==> src/rtl/mem_arbiter.sv <==
`default_nettype none
// ============================================================================
// mem_arbiter : fetch/data arbiter onto one memory port, tie-alternating, with
//               busy-timeout abort and registered outputs.          rev 1.0
// ============================================================================
module mem_arbiter #(
  parameter int BIT_WIDTH = 32,
  parameter int TIMEOUT   = 16
) (
  input  logic                 clk,
  input  logic                 rst,
  input  logic                 i_req,
  input  logic [BIT_WIDTH-1:0] i_addr,
  output logic [BIT_WIDTH-1:0] i_rdata,
  output logic                 i_ack_n,
  input  logic                 d_req,
  input  logic                 d_write,
  input  logic [1:0]           d_size,
  input  logic [BIT_WIDTH-1:0] d_addr,
  input  logic [BIT_WIDTH-1:0] d_wdata,
  output logic [BIT_WIDTH-1:0] d_rdata,
  output logic                 d_ack_n,
  output logic                 m_req,
  output logic                 m_write,
  output logic [1:0]           m_size,
  output logic [BIT_WIDTH-1:0] m_addr,
  output logic [BIT_WIDTH-1:0] m_wdata,
  input  logic [BIT_WIDTH-1:0] m_rdata,
  input  logic                 m_ack_n,
  output logic                 bus_err,
  output logic                 err_src
);

  localparam int               CNT_W       = $clog2(TIMEOUT + 1);
  localparam logic [CNT_W-1:0] C_CNT_LIMIT = CNT_W'(TIMEOUT);

  typedef enum logic [1:0] {
    IDLE   = 2'd0,
    I_BUSY = 2'd1,
    D_BUSY = 2'd2
  } state_t;

  state_t               state_q;
  logic [CNT_W-1:0]     cnt_q;
  logic [CNT_W-1:0]     cnt_d;
  logic                 last_d_q;
  logic                 m_req_q;
  logic                 m_write_q;
  logic [1:0]           m_size_q;
  logic [BIT_WIDTH-1:0] m_addr_q;
  logic [BIT_WIDTH-1:0] m_wdata_q;
  logic [BIT_WIDTH-1:0] i_rdata_q;
  logic [BIT_WIDTH-1:0] d_rdata_q;
  logic                 i_ack_n_q;
  logic                 d_ack_n_q;
  logic                 bus_err_q;
  logic                 err_src_q;

  logic w_i_elig;
  logic w_d_elig;
  logic w_grant_i;
  logic w_grant_d;

  // A requester whose ack is going out this cycle is still holding its level
  // request, so it must be masked to avoid a spurious re-grant.
  assign w_i_elig  = i_req & i_ack_n_q;
  assign w_d_elig  = d_req & d_ack_n_q;
  assign w_grant_i = w_i_elig & (~w_d_elig | last_d_q);
  assign w_grant_d = w_d_elig & (~w_i_elig | ~last_d_q);
  assign cnt_d     = cnt_q + 1'b1;

  always_ff @(posedge clk or posedge rst) begin
    if (rst) begin
      state_q   <= IDLE;
      cnt_q     <= '0;
      last_d_q  <= 1'b1;
      m_req_q   <= 1'b0;
      m_write_q <= 1'b0;
      m_size_q  <= 2'b00;
      m_addr_q  <= '0;
      m_wdata_q <= '0;
      i_rdata_q <= '0;
      d_rdata_q <= '0;
      i_ack_n_q <= 1'b1;
      d_ack_n_q <= 1'b1;
      bus_err_q <= 1'b0;
      err_src_q <= 1'b0;
    end else begin
      i_ack_n_q <= 1'b1;
      d_ack_n_q <= 1'b1;
      bus_err_q <= 1'b0;
      case (state_q)
        IDLE: begin
          if (w_grant_i) begin
            state_q   <= I_BUSY;
            m_req_q   <= 1'b1;
            m_write_q <= 1'b0;
            m_size_q  <= 2'b00;
            m_addr_q  <= i_addr;
            cnt_q     <= '0;
            last_d_q  <= 1'b0;
          end else if (w_grant_d) begin
            state_q   <= D_BUSY;
            m_req_q   <= 1'b1;
            m_write_q <= d_write;
            m_size_q  <= d_size;
            m_addr_q  <= d_addr;
            m_wdata_q <= d_wdata;
            cnt_q     <= '0;
            last_d_q  <= 1'b1;
          end
        end
        I_BUSY, D_BUSY: begin
          // A memory ack arriving on the limit cycle completes normally.
          if (!m_ack_n) begin
            if (state_q == I_BUSY) begin
              i_rdata_q <= m_rdata;
              i_ack_n_q <= 1'b0;
            end else begin
              d_rdata_q <= m_rdata;
              d_ack_n_q <= 1'b0;
            end
            state_q <= IDLE;
            m_req_q <= 1'b0;
          end else if (cnt_d == C_CNT_LIMIT) begin
            if (state_q == I_BUSY) begin
              i_rdata_q <= '0;
              i_ack_n_q <= 1'b0;
            end else begin
              d_rdata_q <= '0;
              d_ack_n_q <= 1'b0;
            end
            bus_err_q <= 1'b1;
            err_src_q <= (state_q == D_BUSY);
            cnt_q     <= cnt_d;
            state_q   <= IDLE;
            m_req_q   <= 1'b0;
          end else begin
            cnt_q <= cnt_d;
          end
        end
        default: begin
          state_q <= IDLE;
          m_req_q <= 1'b0;
        end
      endcase
    end
  end

  assign i_rdata = i_rdata_q;
  assign i_ack_n = i_ack_n_q;
  assign d_rdata = d_rdata_q;
  assign d_ack_n = d_ack_n_q;
  assign m_req   = m_req_q;
  assign m_write = m_write_q;
  assign m_size  = m_size_q;
  assign m_addr  = m_addr_q;
  assign m_wdata = m_wdata_q;
  assign bus_err = bus_err_q;
  assign err_src = err_src_q;

endmodule
`default_nettype wire

==> config.mk <==
export PLATFORM = sky130hd
export DESIGN_NAME = mem_arbiter
export DESIGN_NICKNAME = d
export VERILOG_FILES = /design/src/rtl/mem_arbiter.sv
export SDC_FILE = /design/constraint.sdc
export NUM_CORES = 1
export LEC_CHECK = 0
export ABC_AREA = 0
export CAP_MARGIN = 10
export CORE_ASPECT_RATIO = 1.75
export CORE_MARGIN = 1.5
export CORE_UTILIZATION = 60
export CTS_CLUSTER_SIZE = 25
export DETAILED_ROUTE_END_ITERATION = 10
export DONT_BUFFER_PORTS = 1
export PLACE_DENSITY = 0.78
export SETUP_SLACK_MARGIN = 0.02
export SLEW_MARGIN = 40
export SYNTH_ARGS = -nofsm -noshare
export SYNTH_HDL_FRONTEND = slang
export SYNTH_SLANG_ARGS = --single-unit
==> constraint.sdc <==
create_clock -name clk -period 6.85 [get_ports clk]
set_clock_uncertainty 0.15 [all_clocks]
set_input_delay 0.685 -clock clk [delete_from_list [all_inputs] [get_ports clk]]
set_output_delay 0.685 -clock clk [all_outputs]
set_load 0.05 [all_outputs]
==> Word-level counts from Yosys, hierarchy flattened <==
Cells that the tools add are included.
{ "op_classes": {"muxes": 40, "bitwise": 10, "reduce_logical": 12, "n_addsub": 1, "eq_ne": 10} }
{ "ops": {"columns": ["cell", "n"], "rows": [
  ["two-way mux 32 bit", 10],
  ["two-way mux 1 bit", 18],
  ["two-way mux 5 bit", 3],
  ["two-way mux 2 bit", 6],
  ["one-hot mux 5 bit (2 select lines)", 1],
  ["AND reduction 3 bit", 3],
  ["inequality test 2 bit (second input constant)", 4],
  ["AND reduction 4 bit", 2],
  ["inequality test 3 bit (second input constant)", 2],
  ["nonzero test 2 bit", 3],
  ["adder 5 x 1 -> 5 bit (second input constant)", 1],
  ["== test 5 bit (second input constant)", 1],
  ["AND 1 bit", 4],
  ["inverter 1 bit", 4],
  ["one-hot mux 2 bit (2 select lines)", 1],
  ["AND reduction 2 bit", 2],
  ["== test 2 x 1 -> 1 bit (second input constant)", 1],
  ["== test 2 bit (second input constant)", 1],
  ["zero test 2 bit", 1],
  ["inequality test 2 x 1 -> 1 bit (second input constant)", 1],
  ["OR 1 bit", 2],
  ["one-hot mux 1 bit (2 select lines)", 1],
  ["OR reduction 2 bit", 1]
]} }
{ "word_totals": {"reg_bits": 144, "input_bits": 136, "elab_cells": 87, "output_inout_bits": 136} }

==> Depth between registers and ports, before layout <==
Gate-level depths: netlist (run 1).
{ "depth": {"word_depth": 7, "mapped_depth": 8, "depth_no_buf": 6} }

==> Least setup slack after synthesis (run 1) <==
Ideal clock, no wire load.
{ "synth_path": {"path_kind": "flip-flop to flip-flop", "from": "reg d_ack_n_q (netlist: d_ack_n)", "to": "reg m_wdata_q[10] (netlist: m_wdata[10])", "path_stages_with_launch": 5, "slack_ns": 4.669, "setup_time_ns": 0.125, "path_buffers": 1, "arrival_ns": 1.906, "period_less_slack_ns": 2.181, "required_time_ns": 6.575, "path_cell_list": "dfstp_2 nand2_1 a311oi_4 buf_6 mux2_2"} }
{ "synth_via": {"elab_chain_cells": 6, "elab_cells_between_ends": 7, "cone_classes": "bitwise: 6; reduce/logical: 1"} }
{ "synth_lines": {"columns": ["item", "line_no", "source"], "rows": [
  ["from (decl)", "55", "logic d_ack_n_q;"],
  ["from (signal assigned)", "85", "d_ack_n_q <= 1'b1;"],
  ["from (signal assigned)", "90", "d_ack_n_q <= 1'b1;"],
  ["from (signal assigned)", "121", "d_ack_n_q <= 1'b0;"],
  ["AND 1 bit *", "67", "assign w_d_elig = d_req & d_ack_n_q;"],
  ["inverter 1 bit", "68", "assign w_grant_i = w_i_elig & (~w_d_elig | last_d_q);"],
  ["OR 1 bit", "68", null],
  ["AND 1 bit", "68", null],
  ["inverter 1 bit (no source line)", null, null],
  ["AND reduction 3 bit (no source line) *", null, null],
  ["to (signal assigned)", "108", "m_wdata_q <= d_wdata;"],
  ["to (decl)", "51", "logic [BIT_WIDTH-1:0] m_wdata_q;"]
]} }
Every way passes the cells marked *; elsewhere a longest branch is shown, timed or not.
A chain may end at the register's enable or synchronous reset.

==> Final worst setup path (run 1) <==
{ "layout_path": {"from": "reg cnt_q[0]", "to": "reg i_rdata_q[1] (netlist: i_rdata[1])"} }
{ "layout_via": {"elab_chain_cells": 4, "elab_cells_between_ends": 5, "cone_classes": "add/sub: 1; eq/ne: 3; reduce/logical: 1"} }
{ "layout_lines": {"columns": ["item", "line_no", "source"], "rows": [
  ["from (decl)", "44", "logic [CNT_W-1:0] cnt_q;"],
  ["from (signal assigned)", "135", "cnt_q <= cnt_d;"],
  ["from (signal assigned)", "139", "cnt_q <= cnt_d;"],
  ["adder 5 x 1 -> 5 bit *", "70", "assign cnt_d = cnt_q + 1'b1;"],
  ["== test 5 bit *", "125", "end else if (cnt_d == C_CNT_LIMIT) begin"],
  ["inequality test 2 bit (no source line) or inequality test 2 x 1 -> 1 bit (tied branches)", null, null],
  ["AND reduction 4 bit (no source line) *", null, null],
  ["to (signal assigned)", "117", "i_rdata_q <= m_rdata;"],
  ["to (decl)", "52", "logic [BIT_WIDTH-1:0] i_rdata_q;"]
]} }
Marked as above.

==> results of run 1 <==
==> synthesized netlist by cell type (all sizes together) (4+ instances only) <==
cell type / number / area (um^2)
buf: 23 / 163
nand2: 8 / 30.0
a21o: 4 / 30.0
nand3: 4 / 20.0
mux2i: 32 / 320
inv: 70 / 263
a21oi: 99 / 495
nor2: 103 / 387
a22o: 5 / 43.8
mux2: 34 / 383
nand2b: 36 / 225
o21ai: 69 / 390
clkbuf: 16 / 61.3
ha: 5 / 62.6
dfrtp: 141 / 3530
==> state kept, by name (all words and copies together) (netlist names) <==
register	count
state_q	2
m_addr	32
i_ack_n	1
m_wdata	32
err_src	1
m_size	2
m_write	1
bus_err	1
i_rdata	32
m_req	1
d_ack_n	1
last_d_q	1
d_rdata	32
cnt_q	5
==> worst max-delay path, stage by stage (launching register included) <==
cell and delay [ns]:
sky130_fd_sc_hd__dfrtp_1 0.46, sky130_fd_sc_hd__ha_1 0.31, sky130_fd_sc_hd__nor3b_2 0.29, sky130_fd_sc_hd__a31oi_1 0.17, sky130_fd_sc_hd__o21ai_4 0.19, sky130_fd_sc_hd__buf_4 0.56, sky130_fd_sc_hd__o21ai_0 0.23
==> kinds of logic (layout without fill, tap and decap cells) <==
family | after synthesis | after routing | share of synthesized area
AO/OA/AOI/OAI | 193 | 193 | 0.165
XOR/XNOR | 1 | 1 | 0.00130
adder cells (fa/ha/maj) | 5 | 5 | 0.00931
buffers and inverters | 109 | 112 | 0.0725
flip-flops | 144 | 144 | 0.537
multiplexers | 66 | 66 | 0.105
AND/OR/NAND/NOR | 162 | 162 | 0.110
==> through the flow <==
stage / util / setup WS, ns / cells / cell area, um^2 / hold slack, ns
floorplan: - / 2.15 / 680 / 6720 / 0.370
finish: 0.673 / 4.32 / 815 / 7430 / 0.0446
detailed placement: 0.617 / 4.30 / 781 / 6810 / 0.408
global placement: 0.609 / 4.27 / 777 / 6730 / 0.393
CTS: 0.671 / 4.32 / 813 / 7400 / 0.0659
global route: 0.673 / 4.20 / 815 / 7430 / 0.0804
==> layout by cell type (no fill, tap or decap), drive strengths merged, types with 3 or more instances in the layout <==
master	count
clkbuf	17
dfstp	3
a221o	3
nor3	3
nor2	103
buf	10
inv	79
ha	5
a22o	5
nand2	8
a21oi	99
mux2i	32
nand3	4
nand2b	36
mux2	34
a21o	4
dfrtp	141
o21ai	69
==> area by class of cell <==
cell class	instances	area, um^2	area share
Clock buffer	17	425	0.0573
Clock inverter	15	173	0.0232
Multi-Input combinational cell	427	2660	0.358
Sequential cell	144	3610	0.486
Tap cell	132	165	0.0222
Timing Repair Buffer	10	131	0.0177
Inverter	70	268	0.0360
==> metal layers <==
layer  vias up  share of wire
li1       2259              -
met1      2291           0.35
met2       223           0.54
met3        35          0.065
met4         0          0.037
met5         -              0
==> worst min path at each step <==
| stage | from | endpoint | cells after the start |
|---|---|---|---|
| after detailed placement | last_d_q | last_d_q | 1 |
| after global placement | last_d_q | last_d_q | 1 |
| final | rst | m_wdata[11] | 1 |
| after floorplan | last_d_q | last_d_q | 1 |
| after CTS | rst | m_wdata[11] | 1 |
| after global routing | rst | m_wdata[7] | 1 |
==> key figures, run 1 <==
Logic synthesis
  – Nets in the synthesized netlist: 821
  – Yosys warning total: 0
  – Synthesized flop and latch total: 144
  – Post-synthesis instance total: 680
  – Number of synthesized flops with an enable pin: 0
  – Dominant synthesized flop cell: sky130_fd_sc_hd__dfrtp_1
  – Post-synthesis async set-or-reset flop share: 1.00
  – Post-synth cell types: 43
  – Share of synthesized area occupied by flip-flops and latches: 0.537
  – Combined area of all synthesized cells: between 0.006 and 0.007 mm^2
  – Syn_area_per_cell: just under 10 um^2

Detailed routing
  – Final routed DRC violation total: 0
  – Detailed Route WL: 15400 um
  – Via count of the routed design: 4808
  – Antenna Nets Post-Route: 0
  – Violation count after the first detailed-route iteration: 246
  – Average wire per standard cell: 18.9 um
  – Number of vias per cell: between 5 and 6
  – Length of the first detailed-routing pass in iterations: 5

Critical path
  – Nature of the critical path endpoint: register
  – Startpoint of the most critical setup path: cnt_q[0]
  – Worst Setup Start Kind: register
  – Crit Path Category: register to register
  – Timing endpoint of the critical path: i_rdata[1]
  – Required time of the worst setup path: 6.94 ns
  – Critical path data arrival time: ~2.6 ns
  – R2r setup slk: ~4.3 ns
  – FF-to-FF End: i_rdata[1]
  – Reg2reg path depth: 6
  – Reg-to-Reg Start: cnt_q[0]
  – Top fanout value on the critical path: 66

GRT
  – First-pass GRT wire length: between 20000 and 25000 um
  – Global routing met2 resource utilization: 0.456
  – Overall routing resource usage: 0.259
  – Leftover overflow at the end of global routing: 0
  – Antenna violations before repair: 0
  – Vias in the first global route: 4920
  – Met1 Usage GRT: 0.289
  – Global routing usage on met3: 0.0642
  – GRT Max-Usage Layer: met2
  – Largest net degree at the start of global routing: 81

CTS
  – Post-cts resize count: 0
  – CTS tree: done
  – Clock network latency to the later pin of the worst-skew pair: 0.40 ns
  – Clk sinks: roughly 140
  – Number of buffers on the longest clock path: 2
  – Root Buffer Master: sky130_fd_sc_hd__clkbuf_16
  – Number of H-tree branching levels: 4
  – Clk pin slew, worst setup/hold paths: 0.07 ns
  – Setup Fix Bufs, Post-CTS: 0
  – Post-CTS Hold Fix Bufs: 0
  – Total CTS buffers: 17

Timing
  – Tcrit/Tclk final: 0.370
  – Post-route setup TNS: 0 ns
  – Number of slew-limit violations in the final report: 0
  – Final Hold Vio Count: 0
  – Transition at the pin with the smallest max-transition slack: slightly below 0.7 ns
  – Clock period minus worst slack: roughly 2.5 ns
  – Relative slew margins: 0.545
  – Final setup fails: 0
  – RSZ-0062 raised after global routing: false
  – Max Clock Freq: just under 400 MHz

Layout
  – Fraction of layout cells with a size suffix above 1: 0.143
  – Antenna Diode Count: 0
  – Post-layout net count: slightly above 800
  – Filler Cells Inserted: between 800 and 900
  – Layout-stage area growth over the synthesis result: 10.6%

Min path
  – Class of the tightest hold or removal check: input port to asynchronous set/reset pin

Placed design
  – Input/output buffers: 0
  – Total half-perimeter wirelength after legalization and detailed placement: 11000 um
  – Routability cong.: 0.825

Floorplanning
  – Overall die height: 143 um
  – Starting density of the core: 0.609
  – Total Die Area: 0.0119 mm^2
  – Width of the chip: 83.0 um
  – I/O pin total: roughly 270
  – Count of standard-cell rows: 51
  – Core area: 0.0110 mm^2

Run status
  – Run status: completed

Run
  – Max Cap Violations: 0
Power of run 1 is left out: the tool's default activity adds up to more than one toggle a clock period on the data nets, which glitch-free logic cannot reach.
==> run 2: changes to the inputs <==
--- a/config.mk
+++ b/config.mk
@@ -9,11 +9,11 @@
 export CAP_MARGIN = 10
 export CORE_ASPECT_RATIO = 1.75
 export CORE_MARGIN = 1.5
-export CORE_UTILIZATION = 60
+export CORE_UTILIZATION = 57
 export CTS_CLUSTER_SIZE = 25
 export DETAILED_ROUTE_END_ITERATION = 10
 export DONT_BUFFER_PORTS = 1
-export PLACE_DENSITY = 0.78
+export PLACE_DENSITY = 0.77
 export SETUP_SLACK_MARGIN = 0.02
 export SLEW_MARGIN = 40
 export SYNTH_ARGS = -nofsm -noshare
==> constraint.sdc (replaced) <==
create_clock -name clk -period 2.27 [get_ports clk]
set_clock_uncertainty 0.15 [all_clocks]
set_input_delay 0.227 -clock clk [delete_from_list [all_inputs] [get_ports clk]]
set_output_delay 0.227 -clock clk [all_outputs]
set_load 0.05 [all_outputs]
==> key figures, run 2 (synthesis results as in run 1) <==
Floorplanning
  – Starting density of the core: 0.583 (-0.0252)
  – I/O pin total: 272 (unchanged)
  – Core area: 0.0115 mm^2 (+4.3%)
  – Count of standard-cell rows: 52 (+2.0%)
  – Total Die Area: 0.0125 mm^2 (+5.1%)
  – Width of the chip: 85.1 um (+2.5%)
  – Overall die height: 147 um (+2.5%)

GRT
  – Leftover overflow at the end of global routing: 0 (unchanged)
  – Antenna violations before repair: 0 (unchanged)
  – First-pass GRT wire length: 30900 um (+27%)
  – Largest net degree at the start of global routing: 67 (-17%)
  – Vias in the first global route: 5963 (+21%)
  – Overall routing resource usage: 0.317 (+0.0576)

Critical path
  – R2r setup slk: 0.1 ns (-4.22 ns)
  – Reg-to-Reg Start: cnt_q[0]
  – Required time of the worst setup path: 2.40 ns (-4.54 ns)
  – FF-to-FF End: i_rdata[16]
  – Cell at the slowest stage of the critical path: sky130_fd_sc_hd__dfrtp_1
  – Top fanout value on the critical path: 33 (-50%)
  – Ordered cell list for the critical path: ha_1, nor3b_4, a31oi_2, o21ai_4, clkbuf_16, o21ai_1
  – Nature of the critical path endpoint: register
  – Crit Path Category: register to register
  – Worst Setup Start Kind: register
  – Max stage delay on crit path: 0.45 ns (-0.11 ns)
  – Critical path data arrival time: 2.30 ns (-0.32 ns)
  – Reg2reg path depth: 6 (unchanged)

Layout
  – Layout-stage area growth over the synthesis result: 32.2%
  – Filler Cells Inserted: 663 (-21%)
  – Flip-flop and latch area: 0.00361 mm^2 (unchanged)
  – Commonest non-fill, non-tap cell in the layout: sky130_fd_sc_hd__dfrtp_1
  – Post-layout net count: 952 (+17%)
  – Antenna Diode Count: 0 (unchanged)
  – Fraction of layout cells with a size suffix above 1: 0.131 (-0.0124)
  – Area of the multi-input gates: 0.00268 mm^2 (+0.66%)
  – Finished Layout Cells: 959 (+18%)
  – Most frequent cells in the layout: sky130_fd_sc_hd__dfrtp_1 (141), sky130_fd_sc_hd__dlygate4sd3_1 (134), sky130_fd_sc_hd__nor2_1 (102)

Detailed routing
  – Via count of the routed design: 5627 (+17%)
  – Average wire per standard cell: 20.7 um (+9.5%)
  – Final routed DRC violation total: 26 (+26)
  – Violation count after the first detailed-route iteration: 353 (+43%)
  – Uppermost layer routed: met4
  – Number of vias per cell: 5.87 (-0.54%)
  – Detailed-routed wire length on met3: 1660 um (+66%)
  – Detailed Route WL: 19900 um (+29%)
  – Antenna Nets Post-Route: 0 (unchanged)
  – Routed length on met1: 6750 um (+24%)
  – Routed met2 length: 10500 um (+26%)
  – Length of the first detailed-routing pass in iterations: 9 (+4)

CTS
  – Clk pin slew, worst setup/hold paths: 0.06 ns (about the same)
  – Number of H-tree branching levels: 4 (unchanged)
  – Root Buffer Master: sky130_fd_sc_hd__clkbuf_16
  – Total CTS buffers: 17 (unchanged)
  – CTS tree: done
  – Clk sinks: 144 (unchanged)
  – Number of buffers on the longest clock path: 2 (unchanged)
  – Clock network latency to the later pin of the worst-skew pair: 0.41 ns (about the same)

Power and ir drop
  – Overall power of the completed layout: 15.6 mW
  – Switching Fraction: 0.547
  – P per Cell Area: 1750 mW/mm^2
  – Combinational cell fraction of total power: 0.257
  – Power spent charging and discharging nets: between 8 and 9 mW
  – Fraction of power consumed by sequential logic: 0.566
  – Leakage power: 4.12 nW
  – Cell Int Power: slightly above 7 mW
  – Power share of the clock group: 0.177
  – Peak VDD IR: around 1200 uV

Run
  – Max Cap Violations: 0 (unchanged)

Placed design
  – Cell Count Post-Placement: 791 (+1.3%)
  – Input/output buffers: 0 (unchanged)
  – Total half-perimeter wirelength after legalization and detailed placement: 11500 um (+4.7%)
  – Routability cong.: 0.900 (+9.2%)

Run status
  – Run status: finished, violations left
  – Failing checks: DRC

Timing
  – Transition at the pin with the smallest max-transition slack: 0.705 ns (+0.0222 ns)
  – Max Clock Freq: 461 MHz (+17%)
  – Tcrit/Tclk final: 0.956 (+0.586)
  – Number of slew-limit violations in the final report: 0 (unchanged)
  – Relative slew margins: 0.530 (-0.0148)
  – Final setup fails: 0 (unchanged)
  – Final Hold Vio Count: 0 (unchanged)
  – Worst hold slack after final layout: 0.0210 ns (-0.0236 ns)
  – Clock period minus worst slack: 2.17 ns (-0.362 ns)

Min path
  – Class of the tightest hold or removal check: input port to register
  – Worst hold path stage count: 4
  – Hold Path Sink: d_rdata[18]
  – Hold Crit Start: m_ack_n
## run 2: cell count changes in the layout (fill, tap and decap cells not counted), sizes merged
cell         delta
buf             +6
bufinv          -1
clkbuf          +2
clkinv          +1
clkinvlp        +2
dlygate4sd3   +134
inv             -3
## run 2: worst max-delay path by stage
stage,start,endpoint,slack (ns)
2_1_floorplan,rst,bus_err,0.09
3_3_place_gp,cnt_q[0],d_rdata[20],0.26
3_5_place_dp,cnt_q[0],d_rdata[1],0.17
4_1_cts,state_q[0],m_wdata[23],0.15
5_1_grt,cnt_q[0],i_rdata[31],-0.01
6_report,cnt_q[0],i_rdata[16],0.1
## run 2: what timing repair did
item | in CTS | in global routing
hold buffers | 134 | 0
setup endpoints to repair | 0 | 45
hold endpoints to repair | 272 | 0
resized for setup | 0 | 4
buffers inserted | 0 | 1
## run 2: final cells by class
cell class / count / share of cell area
sequential: 144 / 0.406
multi-input combinational: 427 / 0.302
tap: 135 / 0.0190
inverter: 70 / 0.0300
clock buffer: 18 / 0.0495
timing repair buffer: 151 / 0.177
clock inverter: 14 / 0.0163
## run 2: power groups by stage
stage          clock network (mW)  registers (mW)  logic, mW
2_1_floorplan                   0            8.42       2.89
3_3_place_gp                    0            8.72       3.40
3_5_place_dp                    0            8.80       3.62
4_1_cts                      2.78            8.75       3.81
5_1_grt                      2.90            8.93       4.45
6_report                     2.76            8.82       4.00
## run 2: layer usage
layer  GRT usage  vias up
met5           0        -
met4       0.169        0
met3      0.0848       86
met2       0.557      353
met1       0.341     2655
li1            -     2533
## run 2: critical path, delay by kind of cell, from the launching register on
| family | cells | cell delay (ns) |
|---|---|---|
| AOI/OAI and AO/OA | 3 | 0.51 |
| adders and majority gates | 1 | 0.33 |
| buffers and inverters | 1 | 0.28 |
| DFF | 1 | 0.45 |
| and+or+nand+nor | 1 | 0.32 |
## run 2: through the flow
stage                     setup slack (ns)  area (um^2)  setup TNS, ns   util
final                               0.0997         8880              0  0.771
after global routing               -0.0134         8880        -0.0697  0.771
after CTS                            0.152         8820              0  0.766
after detailed placement             0.166         6900              0  0.599
after global placement               0.256         6900              0  0.599
after floorplan                     0.0892         6720              0      -
Power figures use the tool's default switching activity.
